`config.mk`:
```
export PLATFORM = sky130hd
export DESIGN_NAME = carrega_matriz
export DESIGN_NICKNAME = d
export VERILOG_FILES = /design/src/rtl/carrega_matriz.sv
export SDC_FILE = /design/constraint.sdc
export NUM_CORES = 1
export LEC_CHECK = 0
export CORE_AREA = 2 2 64 66
export DETAILED_ROUTE_END_ITERATION = 6
export DIE_AREA = 0 0 66 68
export GPL_ROUTABILITY_DRIVEN = 0
export MAX_ROUTING_LAYER = met4
export PLACE_DENSITY = 0.81
export SYNTH_ARGS = -nofsm -noshare
export SYNTH_HDL_FRONTEND = slang
export SYNTH_SLANG_ARGS = --single-unit
```
`constraint.sdc`:
```
create_clock -name clk -period 3.85 [get_ports clk]
set_input_delay 0.5775 -clock clk [delete_from_list [all_inputs] [get_ports clk]]
set_output_delay 0.5775 -clock clk [all_outputs]
set_load 0.02 [all_outputs]
```
`src/rtl/carrega_matriz.sv`:
```
// Host-side matrix RAM loader/unloader: streams 2*N_ELEM operands into RAM
// starting at address 0, and streams N_ELEM results back out from RES_BASE.
module carrega_matriz #(
  parameter int DATA_W   = 9,
  parameter int N_ELEM   = 25,
  parameter int ADDR_W   = 8,
  parameter int RES_BASE = 50
) (
  input  logic              clk,
  input  logic              rst,
  input  logic              load_start,
  input  logic              in_valid,
  input  logic [DATA_W-1:0] in_data,
  output logic              in_ready,
  output logic              load_done,
  input  logic              read_start,
  output logic              out_valid,
  output logic [DATA_W-1:0] out_data,
  input  logic              out_ready,
  output logic              read_done,
  output logic              busy,
  output logic [ADDR_W-1:0] ram_addr,
  output logic [DATA_W-1:0] ram_wdata,
  output logic              ram_we,
  input  logic [DATA_W-1:0] ram_rdata
);

  localparam int CNT_W = $clog2(2*N_ELEM);
  localparam logic [CNT_W-1:0]  LAST_LD = CNT_W'(2*N_ELEM-1);
  localparam logic [CNT_W-1:0]  LAST_RD = CNT_W'(N_ELEM-1);
  localparam logic [ADDR_W-1:0] RES_A   = ADDR_W'(RES_BASE);

  if ((RES_BASE + N_ELEM - 1 >= 2**ADDR_W) || (2*N_ELEM > 2**ADDR_W)) begin : g_bad_map
    $error("carrega_matriz: matrix map does not fit in ADDR_W address bits");
  end

  typedef enum logic [2:0] {
    IDLE, LOAD, LOAD_END, LOAD_DONE, RD_ISSUE, RD_WAIT, RD_OUT, RD_DONE
  } state_t;

  state_t           state, state_n;
  logic [CNT_W-1:0] cnt;

  always_ff @(posedge clk or posedge rst) begin
    if (rst) state <= IDLE;
    else     state <= state_n;
  end

  always_comb begin
    state_n = state;
    unique case (state)
      IDLE:      if (load_start)      state_n = LOAD;
                 else if (read_start) state_n = RD_ISSUE;
      LOAD:      if (in_valid && cnt == LAST_LD) state_n = LOAD_END;
      LOAD_END:  state_n = LOAD_DONE;
      LOAD_DONE: state_n = IDLE;
      RD_ISSUE:  state_n = RD_WAIT;
      RD_WAIT:   state_n = RD_OUT;
      RD_OUT:    if (out_ready) state_n = (cnt < LAST_RD) ? RD_ISSUE : RD_DONE;
      RD_DONE:   state_n = IDLE;
      default:   state_n = IDLE;
    endcase
  end

  always_comb begin
    in_ready  = 1'b0;
    out_valid = 1'b0;
    load_done = 1'b0;
    read_done = 1'b0;
    busy      = (state != IDLE);
    unique case (state)
      LOAD:      in_ready  = 1'b1;
      LOAD_DONE: load_done = 1'b1;
      RD_OUT:    out_valid = 1'b1;
      RD_DONE:   read_done = 1'b1;
      default:   ;
    endcase
  end

  // RAM port and counter. The read address is set up on entry to RD_ISSUE so
  // it is already stable for the whole cycle the RAM samples it.
  always_ff @(posedge clk or posedge rst) begin
    if (rst) begin
      cnt       <= '0;
      ram_addr  <= '0;
      ram_wdata <= '0;
      ram_we    <= 1'b0;
      out_data  <= '0;
    end else begin
      ram_we <= 1'b0;
      unique case (state)
        IDLE: begin
          if (load_start) cnt <= '0;
          else if (read_start) begin
            cnt      <= '0;
            ram_addr <= RES_A;
          end
        end
        LOAD: begin
          if (in_valid) begin
            ram_we    <= 1'b1;
            ram_addr  <= ADDR_W'(cnt);
            ram_wdata <= in_data;
            if (cnt != LAST_LD) cnt <= cnt + 1'b1;
          end
        end
        RD_WAIT: out_data <= ram_rdata;
        RD_OUT: begin
          if (out_ready && cnt < LAST_RD) begin
            cnt      <= cnt + 1'b1;
            ram_addr <= RES_A + ADDR_W'(cnt) + ADDR_W'(1);
          end
        end
        default: ;
      endcase
    end
  end

endmodule

```
==> run_summary.xml <==
<?xml version="1.0" encoding="UTF-8"?>
<metrics>
  <group name="run_status">
    <metric name="status" unit="">complete, no violations</metric>
  </group>
  <group name="clocking">
    <metric name="cts_max_path_buffers" unit="">2</metric>
    <metric name="cts.clk_slew.worst_paths" unit="ns">0.07</metric>
    <metric name="cts_tree" unit="">built</metric>
    <metric name="cts_made_buffers" unit="">5</metric>
    <metric name="h-tree-depth" unit="">2</metric>
    <metric name="ctsResizeCount" unit="">0</metric>
    <metric name="clkLatencyLatePin" unit="ns">0.29</metric>
    <metric name="cts_hold_repair.buffers" unit="">0</metric>
    <metric name="postCtsSetupBuffers" unit="">0</metric>
    <metric name="numClockSinks" unit="">35</metric>
    <metric name="cts-root-buf" unit="">clkbuf_8</metric>
  </group>
  <group name="layout">
    <metric name="syn2layout_area_growth" unit="%">34.2</metric>
    <metric name="final_nets" unit="">234</metric>
    <metric name="insertedDiodeCount" unit="">0</metric>
    <metric name="most-common-layout-cells" unit="">54 x clkdlybuf4s50_1, 35 x dfrtp_1, 18 x mux2_2</metric>
    <metric name="mostFrequentLayoutCell" unit="">clkdlybuf4s50_1</metric>
    <metric name="post_route_cells_drive_above_1_share" unit="%">23.1</metric>
  </group>
  <group name="global_routing">
    <metric name="grt_remaining_overflow" unit="">0</metric>
    <metric name="first_global_vias" unit="">1317</metric>
    <metric name="antenna_found_initial" unit="">0</metric>
    <metric name="grt_max_degree" unit="">36</metric>
    <metric name="wire_length_of_the_first_global_routing_pass" unit="mm">6.04</metric>
    <metric name="total_global_routing_track_utilization" unit="%">18.6</metric>
  </group>
  <group name="timing">
    <metric name="finalSetupViolCount" unit="">0</metric>
    <metric name="slew_headroom" unit="%">64.9</metric>
    <metric name="fmaxAchievable" unit="GHz">0.391</metric>
    <metric name="fin_skew" unit="ns">0.00304</metric>
    <metric name="hold_viol_final" unit="">0</metric>
    <metric name="final.min_clock_period" unit="ns">2.55</metric>
    <metric name="worst_slew_pin_slew" unit="ns">0.527</metric>
    <metric name="final_min_period_over_clock_period" unit="%">66.4</metric>
    <metric name="setup_repair_after_global_routing_missed_its_margin" unit="">false</metric>
    <metric name="layout_setup_ws" unit="ns">1.30</metric>
    <metric name="fin_setup_tns" unit="ns">0</metric>
    <metric name="number_of_max_slew_violations_in_the_final_report" unit="">0</metric>
  </group>
  <group name="drt">
    <metric name="final_antenna_net_count" unit="">0</metric>
    <metric name="dr_total_vias" unit="">1320</metric>
    <metric name="route.detailed.wl_per_inst" unit="µm">14.3</metric>
    <metric name="drt-initial-drc-count" unit="">38</metric>
    <metric name="drtPass1Iterations" unit="">4</metric>
    <metric name="routed_wirelength" unit="mm">3.68</metric>
    <metric name="via_per_inst" unit="">5.12</metric>
    <metric name="drt_drc_violations_left" unit="">0</metric>
  </group>
  <group name="worst_setup_path">
    <metric name="worstPathRequired" unit="ns">3.27</metric>
    <metric name="worst_ep_arrival" unit="ns">1.98</metric>
    <metric name="worstSetupPathType" unit="">flip-flop to output pin</metric>
    <metric name="critical_path.max_fanout" unit="">13</metric>
    <metric name="crit_path_start_kind" unit="">flip-flop</metric>
    <metric name="end_kind" unit="">output pin</metric>
    <metric name="regToRegSetupSlack" unit="ns">2.02</metric>
  </group>
  <group name="run">
    <metric name="cap_viol_max_count" unit="">0</metric>
  </group>
  <group name="floorplanning">
    <metric name="die_w" unit="µm">66</metric>
    <metric name="ioPinCount" unit="">56</metric>
    <metric name="fp-row-count" unit="">23</metric>
    <metric name="floorplan.die.height" unit="µm">68</metric>
    <metric name="floorplan.initialDensity" unit="%">48.1</metric>
    <metric name="core" unit="µm²">3860</metric>
    <metric name="design.die.area" unit="µm²">4490</metric>
  </group>
  <group name="pwr">
    <metric name="power.leakage" unit="nW">1.06</metric>
    <metric name="power.density_cell_area" unit="nW/µm²">753</metric>
    <metric name="ir_worst_vdd" unit="mV">0.483</metric>
    <metric name="power_consumption" unit="mW">1.87</metric>
  </group>
  <group name="placement">
    <metric name="i_o_buffers" unit="">54</metric>
    <metric name="place.detailed.hpwl" unit="mm">2.76</metric>
    <metric name="dpl_worst_slack" unit="ns">1.56</metric>
  </group>
  <group name="synthesis">
    <metric name="ys.flop_type" unit="">dfrtp_1</metric>
    <metric name="yosys.cell_types.count" unit="">44</metric>
    <metric name="synth.net_count" unit="">180</metric>
    <metric name="synthArstFlopShare" unit="%">100</metric>
    <metric name="number_of_synthesized_flops_with_an_enable_pin" unit="">0</metric>
    <metric name="yosysSeqAreaShare" unit="%">47.3</metric>
    <metric name="syn_area_per_cell" unit="µm²">12.1</metric>
    <metric name="synth.ff_latch_count" unit="">35</metric>
    <metric name="synthesis.yosys.warnings" unit="">0</metric>
    <metric name="syn-instance-count" unit="">153</metric>
    <metric name="synthesis.area" unit="µm²">1850</metric>
  </group>
  <group name="worst_hold_path">
    <metric name="hp-class" unit="">flip-flop to flip-flop</metric>
  </group>
</metrics>
==> worst max-delay path, cell delays in order, from the launching register on <==
cell and delay, ns:
dfrtp_1 0.52, nand3b_2 0.37, inv_4 0.17, clkdlybuf4s50_1 0.62
==> sequential cells by signal, indices dropped and copies added (netlist names) <==
register	flops
cnt	6
out_data	9
ram_addr	7
ram_wdata	9
ram_we	1
state	3
==> metrics by stage <==
stage	std cells	utilization, %	area, µm²	hold WS, ns
final	258	64.5	2490	0.504
after global routing	258	64.5	2490	0.526
after CTS	258	64.5	2490	0.509
after detailed placement	250	61.8	2380	0.494
after global placement	250	61.8	2380	0.488
after floorplan	153	-	1850	0.566
==> logic make-up (layout without fill, tap and decap cells) <==
| logic type | after synthesis | in the layout | synth area share (%) |
|---|---|---|---|
| buffers and inverters | 18 | 73 | 6.55 |
| flip-flops | 35 | 35 | 47.3 |
| multiplexers | 31 | 31 | 19.6 |
| XOR/XNOR | 1 | 1 | 0.473 |
| AO/OA/AOI/OAI | 29 | 29 | 12.5 |
| other | 1 | 1 | 0.202 |
| adder cells (fa/ha/maj) | 3 | 3 | 2.03 |
| AND/OR/NAND/NOR | 35 | 35 | 11.4 |
==> synthesized netlist by cell type (2+ instances only) <==
| cell type | number | area, µm² |
|---|---|---|
| a21oi_1 | 5 | 25.0 |
| a21oi_2 | 2 | 17.5 |
| and3_1 | 2 | 12.5 |
| buf_4 | 2 | 15.0 |
| buf_6 | 3 | 33.8 |
| clkbuf_8 | 2 | 27.5 |
| dfrtp_1 | 35 | 876 |
| ha_1 | 3 | 37.5 |
| inv_1 | 9 | 33.8 |
| mux2_2 | 18 | 203 |
| mux2_4 | 6 | 90.1 |
| mux2i_1 | 7 | 70.1 |
| nand2_1 | 11 | 41.3 |
| nand2b_1 | 4 | 25.0 |
| nand3_1 | 3 | 15.0 |
| nor2_1 | 3 | 11.3 |
| nor3_1 | 2 | 10.0 |
| o211a_1 | 2 | 20.0 |
| o21ai_0 | 9 | 45.0 |
==> report_power, final <==
| group | switching, mW | internal [mW] | leakage, nW |
|---|---|---|---|
| logic | 0.435 | 0.483 | 0.582 |
| registers | 0.143 | 0.514 | 0.428 |
| clock network | 0.136 | 0.163 | 0.0505 |
| total | 0.713 | 1.16 | 1.06 |
==> per-layer routing <==
metal	up-vias	share of wire, %	GRT usage (%)
met1	623	44	22.2
met5	-	0	-
met4	0	1.8	8.42
met3	6	8.1	7.07
met2	51	47	28.0
li1	640	-	-
==> final timing paths <==
kind,startpoint,to,cells past startpoint
worst max-delay path,state[0],out_valid,3
worst min-delay path,out_data[1],out_data[1],1
worst max register to register,state[0],ram_addr[6],5
worst min register to register,out_data[1],out_data[1],1
max in group asynchronous,rst,cnt[1],3
min in group asynchronous,rst,out_data[1],3
==> final cells by class <==
class / instances / area [µm²]
clock buffers: 7 / 96.3
clock inverters: 1 / 7.51
fillers: 297 / 1370
inverters: 10 / 40.0
multi-input cells: 100 / 856
flip-flops and latches: 35 / 876
well taps: 50 / 62.6
repair buffers: 55 / 548
(Power assumes the default switching activity.)
==> edit: new RTL, same flow settings <==
The parameter `DATA_W` goes from 9 to 10.
--- a/src/rtl/carrega_matriz.sv
+++ b/src/rtl/carrega_matriz.sv
@@ -2,5 +2,5 @@
 // starting at address 0, and streams N_ELEM results back out from RES_BASE.
 module carrega_matriz #(
-  parameter int DATA_W   = 9,
+  parameter int DATA_W   = 10,
   parameter int N_ELEM   = 25,
   parameter int ADDR_W   = 8,
Interface: changed (resized in_data, out_data, ram_rdata and ram_wdata); port bits go from 56 to 60. The function was not compared with the original's and may differ.
==> edit against the original RTL <==
Register-to-register slack got worse by 0.21 ns; wire length increased by 15%; setup slack got worse by 0.13 ns; final area increased by 4.6%; worst hold slack improved by 0.0017 ns; non-clock buffer count increased by 4; via count increased by 11%; synthesized area increased by 2.9%; sequential cell count increased by 2; power increased by 11%; largest cell class unchanged.
==> edit: results <==
group,metric,value,unit
run_status,status,"finished clean",
grt,use_met1,25.5,%
routing,met3_length,196,um
grt,use_met2,34.2,%
finish,fill_cells,308,
setup_path,worstPathArrival,2.11,ns
grt,grt_max_degree,30,
min_path,hp-start,"ram_wdata[9]$_DFFE_PP0P_",
power,clkPwrFrac,16.9,%
yosys,synth-compound-area-share,14.2,%
finish,reg.largest.list,"out_data x10, ram_wdata x10, ram_addr x7",
finish,finalNonFillerCells,269,
routing,met1_length,1760,um
sta,tightest_slew,1.09,ns
yosys,synth_cell_types,47,
min_path,hold_path_end,"ram_wdata[9]$_DFFE_PP0P_",
yosys,synthTopCellsByArea,"dfrtp_1 49%, mux2_2 15%, o21ai_0 3.1%",
finish,nets,247,
setup_path,rr_worst_depth,4,
power,seqPwrFrac,33.1,%
yosys,synthAdderAreaFrac,1.97,%
placement,dpl.cell_count,261,
routing,drtIter0Drc,74,
grt,met3_usage,6.74,%
routing,wl_met2,2230,um
## edit: worst max-delay path, cell delays in order (launching register included)
cell and delay [ns]:
dfrtp_1 0.51, or3b_1 0.57, clkinv_4 0.13, clkdlybuf4s50_1 0.60
## edit: cells by family after synthesis
logic type | count (synthesis)
flops | 37
simple gates | 37
compound gates | 36
mux | 27
buf+inv | 20
fa+ha+maj | 3
other cells | 1
xor+xnor | 1
## edit: layout make-up
class	count	area [um2]	area share, %
well taps	50	62.6	2.41
repair buffers	59	588	22.6
multi-input cells	105	862	33.1
clock inverters	2	37.5	1.44
clock buffers	6	82.6	3.17
inverters	10	42.5	1.64
flip-flops and latches	37	926	35.6
## edit: per-stage QoR
step / setup WS, ns / instance area, um2
3_5_place_dp: 1.48 / 2480
6_report: 1.16 / 2600
5_1_grt: 1.08 / 2600
2_1_floorplan: 1.97 / 1910
3_3_place_gp: 1.52 / 2480
4_1_cts: 1.16 / 2600
